[config.mk]
export PLATFORM = sky130hd
export DESIGN_NAME = multicycle_ctrl
export DESIGN_NICKNAME = d
export VERILOG_FILES = /design/src/rtl/multicycle_ctrl.sv
export SDC_FILE = /design/constraint.sdc
export NUM_CORES = 1
export LEC_CHECK = 0
export CAP_MARGIN = 25
export CELL_PAD_IN_SITES_DETAIL_PLACEMENT = 1
export CELL_PAD_IN_SITES_GLOBAL_PLACEMENT = 1
export CORE_UTILIZATION = 30
export DETAILED_ROUTE_END_ITERATION = 10
export PLACE_DENSITY = 0.8
export SKIP_CTS_REPAIR_TIMING = 1
export SYNTH_ARGS = -nofsm -noshare
export SYNTH_HDL_FRONTEND = slang
export SYNTH_SLANG_ARGS = --single-unit
[constraint.sdc]
create_clock -name clk -period 2 [get_ports clk]
set_input_delay 0.2 -clock clk [delete_from_list [all_inputs] [get_ports clk]]
set_output_delay 0.2 -clock clk [all_outputs]
set_load 0.05 [all_outputs]
[src/rtl/multicycle_ctrl.sv]
// Main control FSM for the multicycle datapath: sequences fetch/decode/execute/
// memory/writeback by driving the 22-bit control word, with a bounded memory wait.
module multicycle_ctrl #(
  parameter int MAX_WAIT = 255
) (
  input  logic        clk,
  input  logic        reset,
  input  logic [5:0]  opcode,
  input  logic        mem_ready,
  output logic [21:0] control,
  output logic [3:0]  state_out,
  output logic        instr_done,
  output logic        illegal_op,
  output logic        mem_timeout
);
  localparam int CW = (MAX_WAIT < 1) ? 1 : $clog2(MAX_WAIT + 1);

  localparam logic [5:0] OP_R = 6'h00, OP_LW = 6'h23, OP_SW = 6'h2B, OP_BEQ = 6'h04,
                         OP_BNE = 6'h05, OP_ADDI = 6'h08, OP_ANDI = 6'h0C, OP_ORI = 6'h0D,
                         OP_SLTI = 6'h0A, OP_J = 6'h02;

  localparam int B_PCWC = 21, B_IRW = 20, B_M2R = 19, B_PCW = 18, B_IDAT = 17, B_MRD = 16,
                 B_MWR = 15, B_RW = 14, B_RDST = 13, B_ASA = 12, B_EXT = 3, B_BNE = 2;

  localparam logic [3:0] ALU_ADD = 4'd0, ALU_SUB = 4'd1, ALU_FUNCT = 4'd2, ALU_AND = 4'd3,
                         ALU_OR = 4'd4, ALU_SLT = 4'd5;

  typedef enum logic [3:0] {
    S_FETCH = 4'd0, S_DECODE = 4'd1, S_MEMADR = 4'd2, S_MEMRD = 4'd3, S_MEMWB = 4'd4,
    S_MEMWR = 4'd5, S_EXEC_R = 4'd6, S_RWB = 4'd7, S_EXEC_I = 4'd8, S_IWB = 4'd9,
    S_BRANCH = 4'd10, S_JUMP = 4'd11
  } state_t;

  state_t          state_q;
  logic [CW-1:0]   wait_q;
  logic            timeout_q;
  logic [5:0]      op_q;
  logic            in_mem, tmo_now, legal_op;
  logic [21:0]     ctl_c;
  logic            done_c;

  always_comb begin
    case (opcode)
      OP_R, OP_LW, OP_SW, OP_BEQ, OP_BNE, OP_ADDI,
      OP_ANDI, OP_ORI, OP_SLTI, OP_J: legal_op = 1'b1;
      default:                        legal_op = 1'b0;
    endcase
  end

  assign in_mem  = (state_q == S_FETCH) || (state_q == S_MEMRD) || (state_q == S_MEMWR);
  // Timeout wins over a late mem_ready: once the count is reached the access is abandoned.
  assign tmo_now = in_mem && (wait_q == CW'(MAX_WAIT));

  always_ff @(posedge clk) begin
    if (reset) begin
      state_q   <= S_FETCH;
      wait_q    <= '0;
      timeout_q <= 1'b0;
      op_q      <= '0;
    end else begin
      wait_q <= '0;
      if (state_q == S_DECODE) op_q <= opcode;
      if (tmo_now) begin
        timeout_q <= 1'b1;
        state_q   <= S_FETCH;
      end else begin
        case (state_q)
          S_FETCH:  if (mem_ready) state_q <= S_DECODE; else wait_q <= wait_q + CW'(1);
          S_DECODE: begin
            case (opcode)
              OP_R:                               state_q <= S_EXEC_R;
              OP_LW, OP_SW:                       state_q <= S_MEMADR;
              OP_BEQ, OP_BNE:                     state_q <= S_BRANCH;
              OP_ADDI, OP_ANDI, OP_ORI, OP_SLTI:  state_q <= S_EXEC_I;
              OP_J:                               state_q <= S_JUMP;
              default:                            state_q <= S_FETCH;
            endcase
          end
          S_MEMADR: state_q <= (op_q == OP_SW) ? S_MEMWR : S_MEMRD;
          S_MEMRD:  if (mem_ready) state_q <= S_MEMWB; else wait_q <= wait_q + CW'(1);
          S_MEMWR:  if (mem_ready) state_q <= S_FETCH; else wait_q <= wait_q + CW'(1);
          S_EXEC_R: state_q <= S_RWB;
          S_EXEC_I: state_q <= S_IWB;
          default:  state_q <= S_FETCH;
        endcase
      end
    end
  end

  always_comb begin
    ctl_c  = '0;
    done_c = 1'b0;
    case (state_q)
      S_FETCH: begin
        ctl_c[B_MRD]  = ~tmo_now;
        ctl_c[11:10]  = 2'b01;
        ctl_c[B_IRW]  = mem_ready & ~tmo_now;
        ctl_c[B_PCW]  = mem_ready & ~tmo_now;
      end
      S_DECODE: begin
        ctl_c[11:10] = 2'b11;
        ctl_c[B_EXT] = 1'b1;
      end
      S_MEMADR: begin
        ctl_c[B_ASA] = 1'b1; ctl_c[11:10] = 2'b10; ctl_c[B_EXT] = 1'b1;
      end
      S_MEMRD: begin
        ctl_c[B_IDAT] = 1'b1; ctl_c[B_MRD] = ~tmo_now;
      end
      S_MEMWB: begin
        ctl_c[B_RW] = 1'b1; ctl_c[B_M2R] = 1'b1; done_c = 1'b1;
      end
      S_MEMWR: begin
        ctl_c[B_IDAT] = 1'b1; ctl_c[B_MWR] = ~tmo_now;
        done_c        = mem_ready & ~tmo_now;
      end
      S_EXEC_R: begin
        ctl_c[B_ASA] = 1'b1; ctl_c[7:4] = ALU_FUNCT;
      end
      S_RWB: begin
        ctl_c[B_RW] = 1'b1; ctl_c[B_RDST] = 1'b1; done_c = 1'b1;
      end
      S_EXEC_I: begin
        ctl_c[B_ASA] = 1'b1; ctl_c[11:10] = 2'b10;
        case (op_q)
          OP_ANDI: ctl_c[7:4] = ALU_AND;
          OP_ORI:  ctl_c[7:4] = ALU_OR;
          OP_SLTI: begin ctl_c[7:4] = ALU_SLT; ctl_c[B_EXT] = 1'b1; end
          default: begin ctl_c[7:4] = ALU_ADD; ctl_c[B_EXT] = 1'b1; end
        endcase
      end
      S_IWB: begin
        ctl_c[B_RW] = 1'b1; done_c = 1'b1;
      end
      S_BRANCH: begin
        ctl_c[B_PCWC] = 1'b1; ctl_c[B_ASA] = 1'b1; ctl_c[9:8] = 2'b01;
        ctl_c[7:4]    = ALU_SUB; ctl_c[B_BNE] = (op_q == OP_BNE); done_c = 1'b1;
      end
      S_JUMP: begin
        ctl_c[B_PCW] = 1'b1; ctl_c[9:8] = 2'b10; done_c = 1'b1;
      end
      default: ;
    endcase
  end

  // Everything is forced quiet while reset is held, so no strobe escapes mid-instruction.
  assign control     = reset ? '0 : ctl_c;
  assign state_out   = reset ? 4'd0 : state_q;
  assign instr_done  = ~reset & done_c;
  assign illegal_op  = ~reset & (state_q == S_DECODE) & ~legal_op;
  assign mem_timeout = ~reset & timeout_q;

endmodule

==> flow_metrics.tcl, run 1 <==
set metrics [dict create \
    power.leakage_nw 0.867 \
    wl_um 4370 \
    cp_max_fo 8 \
    htree_levels 1 \
    ctsLongestPathBuffers 2 \
    status "finished clean" \
    finalHoldViolCount 0 \
    finalCritPeriodShare 0.976 \
    drive_above_1_share 0.388 \
    numCtsBuffers 3 \
    start_util 0.312 \
    critical_path_required_ns 1.80 \
    netlist_area_sq_um 1370 \
    drc 0 \
    clk_latency_ns 0.26 \
    antenna_cells 0 \
    dr.pass1.iters 4 \
    crit_buf_inv 1 \
    areaGrowthSynthToFinish_pct 67.0 \
    die_h_um 69.6 \
    core_area_sq_um 4380 \
    n_fill_cell 505 \
    synth_cell_types 54 \
    place_congestion 0.814 \
    synth-seq-area-share 0.278 \
    yosysWarnings 0 \
    synth_edf_count 0 \
    start_kind "register" \
    io_buffers 34 \
    dp_slack_ns 0.0398 \
    rsz0062_at_grt "yes" \
    slew_violations 0 \
    routedWlPerCell_um 15.7 \
    grt_usage 0.180 \
    fin_hold_ws_ns 0.449 \
    clkTransAtPathRegs_ns 0.07 \
    setup_ws_ns 0.0485 \
    synth_flop_cell "dfxtp_1" \
    antenna_found_initial 0 \
    grt_overflow_total 0 \
    total_power_mw 1.15 \
    async_reset_ff_frac 0 \
    cp_slowest_stage_delay_ns 0.43 \
    synth.avg_cell_area_sq_um 7.49 \
    critPathArrivalTime_ns 1.75 \
    grt_pass1_wl_um 7040 \
    antenna_left 0 \
    fmax_mhz 512 \
    grt_max_degree 13 \
    ir_drop_v 0.000318 \
    rows 24 \
    syn_inst 183 \
    drtIter0Drc 45 \
    dp_hpwl_um 3340 \
    nets 238 \
    cpMaxStageDelayCell "dfxtp_2" \
    fin_util 0.522 \
    io_pins 38 \
    pwr_density_cell_nw_per_um2 502 \
    crit_path_end_kind "output port" \
    die_x_um 69.6 \
    critPathKind "reg -> out" \
    routed-via-count 1491 \
    fin_skew_ns 0.00300 \
    synth-seq-cells 19 \
    drv_cap 0 \
    cts_sinks 19 \
    cts_tree "done" \
    grt_pass1_vias 1492 \
    min_path_type "reg -> reg" \
    worstPathCellList "nor2b_1, nand2b_1, a211oi_1, a211o_1, o21a_1, buf_12" \
    vias_per_cell 5.34 \
    finalSetupViolations 0 \
    cts_root_buf "clkbuf_8" \
    dieArea_sq_um 4840 \
    cp_top_family "compound AO/OA/AOI/OAI gates" \
    fin_crit_ns 1.95 \
]
## Yosys cell counts, types with 2 or more instances
| cell type | instances | area [sq um] |
|---|---|---|
| mux2_2 | 2 | 22.5 |
| a21oi_1 | 12 | 60.1 |
| xnor2_1 | 2 | 17.5 |
| nor3_1 | 11 | 55.1 |
| buf_1 | 3 | 11.3 |
| inv_1 | 5 | 18.8 |
| nand3b_1 | 2 | 15.0 |
| o22ai_1 | 3 | 18.8 |
| mux2i_1 | 5 | 50.1 |
| nor2b_1 | 7 | 43.8 |
| dfxtp_1 | 19 | 380 |
| clkbuf_1 | 2 | 7.51 |
| and3_1 | 2 | 12.5 |
| nor2_1 | 34 | 128 |
| o21ai_0 | 3 | 15.0 |
| buf_4 | 3 | 22.5 |
| nand2b_1 | 3 | 18.8 |
| nand2_1 | 12 | 45.0 |
| nor4_1 | 4 | 25.0 |
| xor2_1 | 5 | 43.8 |
| nand3_1 | 7 | 35.0 |
| nand4_1 | 2 | 12.5 |
| buf_2 | 4 | 20.0 |
## registers in the layout (all words and copies together), names as in the netlist
signal     flops
op_q           6
state_q        4
timeout_q      1
wait_q         8
## worst reg2reg max path, stage by stage (launching register included)
cell and delay [ns]:
dfxtp_1 0.47, inv_2 0.08, or4_4 0.52, mux2_4 0.27, o22a_1 0.21, o221ai_2 0.14
## per-stage QoR
| step | cells | setup TNS [ns] | instance area [sq um] |
|---|---|---|---|
| global placement | 274 | 0 | 2170 |
| finish | 279 | 0 | 2290 |
| CTS | 278 | -0.748 | 2210 |
| global route | 279 | -0.0914 | 2290 |
| detailed placement | 274 | 0 | 2170 |
| floorplan | 185 | -0.539 | 1450 |
## final cells by class
cell class,count,area [sq um],area share
clock buffers,3,41.3,0.0180
clock inverters,1,5.00,0.00219
inverters,6,22.5,0.00984
multi-input cells,146,1030,0.450
flip-flops and latches,19,389,0.170
well taps,52,65.1,0.0284
repair buffers,52,736,0.321
## power by group
| part | internal [mW] | switching, mW | leakage [nW] |
|---|---|---|---|
| Clock | 0.139 | 0.132 | 0.0255 |
| Sequential | 0.398 | 0.0257 | 0.157 |
| Combinational | 0.201 | 0.255 | 0.685 |
## cells by family (layout without fill, tap and decap cells)
kind of cell,after synthesis,after routing,share of synthesized area
other cells,1,3,0.00274
simple gates,96,96,0.378
fa+ha+maj,1,1,0.00913
mux,8,8,0.0639
compound gates,31,31,0.151
flops,19,19,0.278
xor+xnor,7,7,0.0447
buf+inv,20,62,0.0731
## layout by cell type, fill, tap and decap left out, types with 5 or more instances in the layout
master	instances
xor2_1	5
clkdlybuf4s50_1	8
nor2b_1	6
buf_4	18
nor2_1	32
nand2_1	12
nor3_2	6
buf_12	26
nand3_1	6
dfxtp_1	14
a21oi_1	11
mux2i_1	5
## routing by layer
metal  vias up  global-route usage  part of all wire
met5         -                   0                 0
met1       727               0.229              0.46
met2        30               0.318              0.50
met4         0              0.0499            0.0057
met3         2              0.0233             0.027
li1        732                   -                 -
## final timing paths
path | cells after the start | endpoint | slack (ns) | startpoint
max | 6 | control[3] | 0.05 | state_q[3]$_SDFFE_PP0P_
max reg2reg | 5 | state_q[2]$_SDFFE_PP0P_ | 0.23 | op_q[0]$_SDFFE_PP0P_
min | 1 | wait_q[0]$_SDFF_PP0_ | 0.45 | wait_q[0]$_SDFF_PP0_
min reg2reg | 1 | wait_q[0]$_SDFF_PP0_ | 0.45 | wait_q[0]$_SDFF_PP0_
No activity file was read; power rests on OpenSTA's default activity.
==> run 2, diff against run 1 <==
Clock period 2 ns to 2.4 ns, I/O delays scaled along.
==> run 2 against run 1 <==
Compared with the run above:
- sequential share of layout area increased by 0.98 points
- clock power fell by 16%
- register-to-register slack better by 0.24 ns
- first-iteration DRC count is 44% higher
- global-route usage shrank 0.50 points
- clock skew rose by 0.0035 ns
- critical path depth shrank 1
- power down 20%
- wire length down 7.4%
- largest power group is now sequential cells
==> flow_metrics.tcl, run 2 (synthesis gave the netlist of run 1 again) <==
set metrics [dict create \
    status "finished clean" \
    routedWlPerCell_um 14.9 \
    io_buffers 34 \
    max-slew-margin-rel 0.630 \
    critPathArrivalTime_ns 1.98 \
    dp.cells 265 \
    p_seq_frac 0.385 \
    power.leakage_nw 0.811 \
    dr.pass1.iters 4 \
    htree_levels 1 \
    critical_path_required_ns 2.16 \
    grt_max_degree 12 \
    nets 230 \
    largest_register_ffs 8 \
    start_util 0.312 \
    instances_no_fill 271 \
    p_comb_frac 0.369 \
    io_pins 38 \
    crit_buf_inv 2 \
    critPathKind "reg -> out" \
    fin_skew_ns 0.00648 \
    dp_hpwl_um 3100 \
    ctsLongestPathBuffers 2 \
    antenna_found_initial 0 \
    grt_pass1_wl_um 6930 \
    cp_slowest_stage_delay_ns 0.52 \
    top_usage_layer "met2" \
    grt_pass1_vias 1458 \
    clkTransAtPathRegs_ns 0.08 \
    cp_top_family "flip-flops" \
    drtIter0Drc 65 \
    clk_latency_ns 0.26 \
    worstPathCellList "inv_1, nor3_1, o21ai_0, a21oi_1, buf_12" \
    grt_usage 0.175 \
    top_regs "wait_q x8, op_q x6, state_q x4" \
    final_area_sq_um 2130 \
    use_met3 0.0218 \
    cts_root_buf "clkbuf_8" \
    slew_violations 0 \
    die_x_um 69.6 \
    swShare 0.358 \
    vias_per_cell 5.23 \
    drv_cap 0 \
    dieArea_sq_um 4840 \
    start_kind "register" \
    final_common_cell "nor2_1" \
    clkPwrFrac 0.247 \
    antenna_cells 0 \
    cts_tree "done" \
    areaGrowthSynthToFinish_pct 55.4 \
    n_fill_cell 522 \
    place_congestion 0.820 \
    fmax_mhz 451 \
    routed-via-count 1416 \
    drive_above_1_share 0.269 \
    grt_overflow_total 0 \
    cts_sinks 19 \
    finalHoldViolCount 0 \
    cp_max_fo 8 \
    wl_um 4050 \
    placed_area_sq_um 2060 \
    finalSetupViolations 0 \
    largest-register "wait_q" \
    cpMaxStageDelayCell "dfxtp_1" \
    worst_slew_pin_slew_ns 0.554 \
    p_sw_mw 0.330 \
    numCtsBuffers 3 \
    internal-power_mw 0.592 \
    fin_crit_ns 2.22 \
    min_path_type "reg -> reg" \
    pwr_density_cell_nw_per_um2 433 \
    crit_path_end_kind "output port" \
    antenna_left 0 \
    final_cell_mix "nor2_1 (34), buf_12 (26), dfxtp_1 (17)" \
    ir_drop_v 0.000286 \
    finalCritPeriodShare 0.925 \
    rsz0062_at_grt "no" \
    die_h_um 69.6 \
    drc 0 \
    core_area_sq_um 4380 \
    rows 24 \
    grtUsageMet2 0.304 \
    grt_use_met1 0.231 \
]
==> run 2: power groups by stage <==
stage	registers (mW)	clock network, mW	logic [mW]
5_1_grt	0.359	0.245	0.365
3_5_place_dp	0.362	0	0.339
2_1_floorplan	0.348	0	0.225
3_3_place_gp	0.360	0	0.334
6_report	0.355	0.228	0.340
4_1_cts	0.355	0.234	0.341
==> run 2: cell type report <==
cell class                      instances  area, sq um  area share
Multi-Input combinational cell        146          937       0.440
Timing Repair Buffer                   44          676       0.317
Clock buffer                            3         41.3      0.0194
Tap cell                               52         65.1      0.0306
Sequential cell                        19          383       0.180
Inverter                                6         22.5      0.0106
Clock inverter                          1         5.00     0.00235
==> run 2: metrics by stage <==
step	utilization	setup slack [ns]	power [mW]	hold WS [ns]	setup TNS, ns
finish	0.486	0.181	0.923	0.457	0
global route	0.486	0.0502	0.969	0.494	0
CTS	0.480	0.0909	0.930	0.467	0
detailed placement	0.469	0.310	0.701	0.455	0
global placement	0.469	0.330	0.694	0.428	0
floorplan	-	-0.0216	0.573	0.379	-0.0216
==> run 2: worst min-delay path: stages (launching register included) <==
cell	delay [ns]
dfxtp_1	0.30
inv_1	0.06
a21oi_1	0.05
==> run 2: routing by layer <==
layer / share of wire / wire, um
met2: 0.49 / 1970
met3: 0.032 / 129
met1: 0.47 / 1910
met5: 0 / 0
met4: 0.0094 / 38
==> run 2: worst paths after layout <==
path	startpoint	to	slack, ns	cells past startpoint
setup / recovery	state_q[1]$_SDFFE_PP0P_	control[14]	0.18	5
hold / removal	timeout_q$_SDFFE_PP0P_	timeout_q$_SDFFE_PP0P_	0.46	2
setup reg to reg	state_q[0]$_SDFFE_PP0P_	state_q[2]$_SDFFE_PP0P_	0.47	5
hold reg to reg	timeout_q$_SDFFE_PP0P_	timeout_q$_SDFFE_PP0P_	0.46	2
==> run 3, diff against run 2 <==
Settings changed: PLACE_DENSITY 0.8 to 0.82.
Clock period 2.4 ns to 1.85 ns, I/O delays scaled along.
==> run 3 against run 2 <==
Compared with the run above:
- the run now ends with negative setup slack left
- flip-flop and latch count is the same
- wire length grew 34%
- via count grew 12%
- worst hold slack lost 0.041 ns
- combinational power grew 70%
- sequential share of layout area shrank 3.1 points
- critical path depth grew 2
- clock power grew 37%
- power grew 45%
- first-iteration DRC count grew 25%
- setup slack lost 0.29 ns
- utilization grew 12 points
- critical endpoint is now control[18]
- largest cell class unchanged
==> flow_metrics.tcl, run 3 (synthesis gave the netlist of run 1 again) <==
set metrics [dict create \
    critPathArrivalTime_ns 1.77 \
    wl_um 5420 \
    cp_top_family "simple AND/OR/NAND/NOR gates" \
    antenna_left 0 \
    placed_area_sq_um 2310 \
    dr.pass1.iters 4 \
    min_path_type "in -> reg" \
    r2r_setup_slack_ns 0.06 \
    cp_slowest_stage_delay_ns 0.36 \
    crit_buf_inv 1 \
    total_power_mw 1.34 \
    final_cell_mix "buf_4 (33), nor2_1 (27), buf_12 (27)" \
    crit_path_end_kind "output port" \
    largest_register_ffs 8 \
    p_seq_frac 0.337 \
    io_pins 38 \
    worstPathCellList "ha_4, and4_1, nand4_1, or2_4, nand3_4, o22ai_4, buf_12" \
    clkPwrFrac 0.232 \
    dp_slack_ns -0.0396 \
    p_comb_frac 0.430 \
    cts_root_buf "clkbuf_8" \
    antenna_found_initial 0 \
    dp_hpwl_um 3700 \
    rsz0062_at_grt "yes" \
    areaGrowthSynthToFinish_pct 95.3 \
    drc 0 \
    cts_sinks 19 \
    routed-via-count 1591 \
    clkTransAtPathRegs_ns 0.08 \
    start_util 0.312 \
    critPathKind "reg -> out" \
    cpMaxStageDelayCell "dfxtp_2" \
    top_regs "wait_q x8, op_q x6, state_q x4" \
    finalHoldViolCount 0 \
    finalSetupViolations 15 \
    fin_crit_ns 1.96 \
    rows 24 \
    r2r_cells 6 \
    drive_above_1_share 0.544 \
    dp.cells 287 \
    grt_pass1_vias 1660 \
    reg2reg_from "wait_q[0]$_SDFF_PP0_" \
    power.leakage_nw 1.01 \
    path_depth 7 \
    slew_violations 0 \
    start_kind "register" \
    dieArea_sq_um 4840 \
    grt_overflow_total 0 \
    grt_max_degree 15 \
    crit_end "control[18]" \
    io_buffers 34 \
    ctsLongestPathBuffers 2 \
    cts_tree "done" \
    instances_no_fill 302 \
    pwr_density_cell_nw_per_um2 502 \
    final_area_sq_um 2680 \
    swShare 0.377 \
    crit-reg2reg-capture "state_q[2]$_SDFFE_PP0P_" \
    final_common_cell "buf_4" \
    status "complete, but fails checks" \
    ir_drop_v 0.000272 \
    startpoint "wait_q[1]$_SDFF_PP0_" \
    grt_usage 0.200 \
    place_congestion 0.879 \
    finalCritPeriodShare 1.06 \
    critical_path_required_ns 1.66 \
    violations "negative setup slack" \
    nets 261 \
    fin_util 0.610 \
    htree_levels 1 \
    clk_latency_ns 0.27 \
    die_x_um 69.6 \
    drtIter0Drc 81 \
    largest-register "wait_q" \
    routedWlPerCell_um 18.0 \
    setup_ws_ns -0.110 \
    cp_max_fo 5 \
    core_area_sq_um 4380 \
    grt_pass1_wl_um 7830 \
    internal-power_mw 0.836 \
    fin_skew_ns 0.00132 \
    numCtsBuffers 3 \
    p_sw_mw 0.506 \
    die_h_um 69.6 \
    fmax_mhz 510 \
    drv_cap 0 \
    antenna_cells 0 \
    vias_per_cell 5.27 \
]
## run 3: cell count changes in the layout (fill, tap and decap cells not counted), sizes merged
| cell | before | now |
|---|---|---|
| buf | 36 | 67 |
| clkinvlp | 0 | 2 |
| clkdlybuf4s50 | 8 | 7 |
| inv | 6 | 4 |
| dlymetal6s2s | 0 | 1 |
## run 3: stage by stage
stage | hold WS [ns] | TNS [ns]
2_1_floorplan | 0.324 | -0.875
3_3_place_gp | 0.427 | 0
3_5_place_dp | 0.439 | -0.0661
4_1_cts | 0.457 | -2.58
5_1_grt | 0.453 | -1.62
6_report | 0.416 | -0.695
## run 3: tightest hold or removal path: cells and delay by family
| family | cells | cell delay (ns) |
|---|---|---|
| buf+inv | 2 | 0.37 |
| simple gates | 1 | 0.09 |
## run 3: worst min-delay path by stage
stage,cells after the start,slack [ns],endpoint,start
floorplan,2,0.32,op_q[0]$_SDFFE_PP0P_,opcode[0]
global placement,1,0.43,wait_q[0]$_SDFF_PP0_,wait_q[0]$_SDFF_PP0_
detailed placement,1,0.44,wait_q[0]$_SDFF_PP0_,wait_q[0]$_SDFF_PP0_
CTS,1,0.46,wait_q[0]$_SDFF_PP0_,wait_q[0]$_SDFF_PP0_
global route,3,0.45,op_q[3]$_SDFFE_PP0P_,reset
finish,3,0.42,op_q[2]$_SDFFE_PP0P_,reset
## run 3: power by group through the flow
| stage | sequential, mW | combinational [mW] | clock (mW) |
|---|---|---|---|
| global placement | 0.458 | 0.493 | 0 |
| detailed placement | 0.459 | 0.507 | 0 |
| global route | 0.457 | 0.612 | 0.329 |
| CTS | 0.450 | 0.509 | 0.308 |
| finish | 0.453 | 0.578 | 0.312 |
| floorplan | 0.452 | 0.312 | 0 |
## run 3: layout make-up
type | instances | area (sq um)
inverter | 6 | 30.0
clock buffer | 3 | 41.3
multi-input combinational | 146 | 1190
tap | 52 | 65.1
timing repair buffer | 75 | 950
clock inverter | 1 | 5.00
sequential | 19 | 399
fill | 476 | 1710
## run 3: routing by layer
metal	track usage	part of all wire	wire length [um]
met5	0	0	0
met1	0.235	0.42	2300
met4	0.0544	0.025	133
met3	0.0334	0.035	188
met2	0.369	0.52	2800
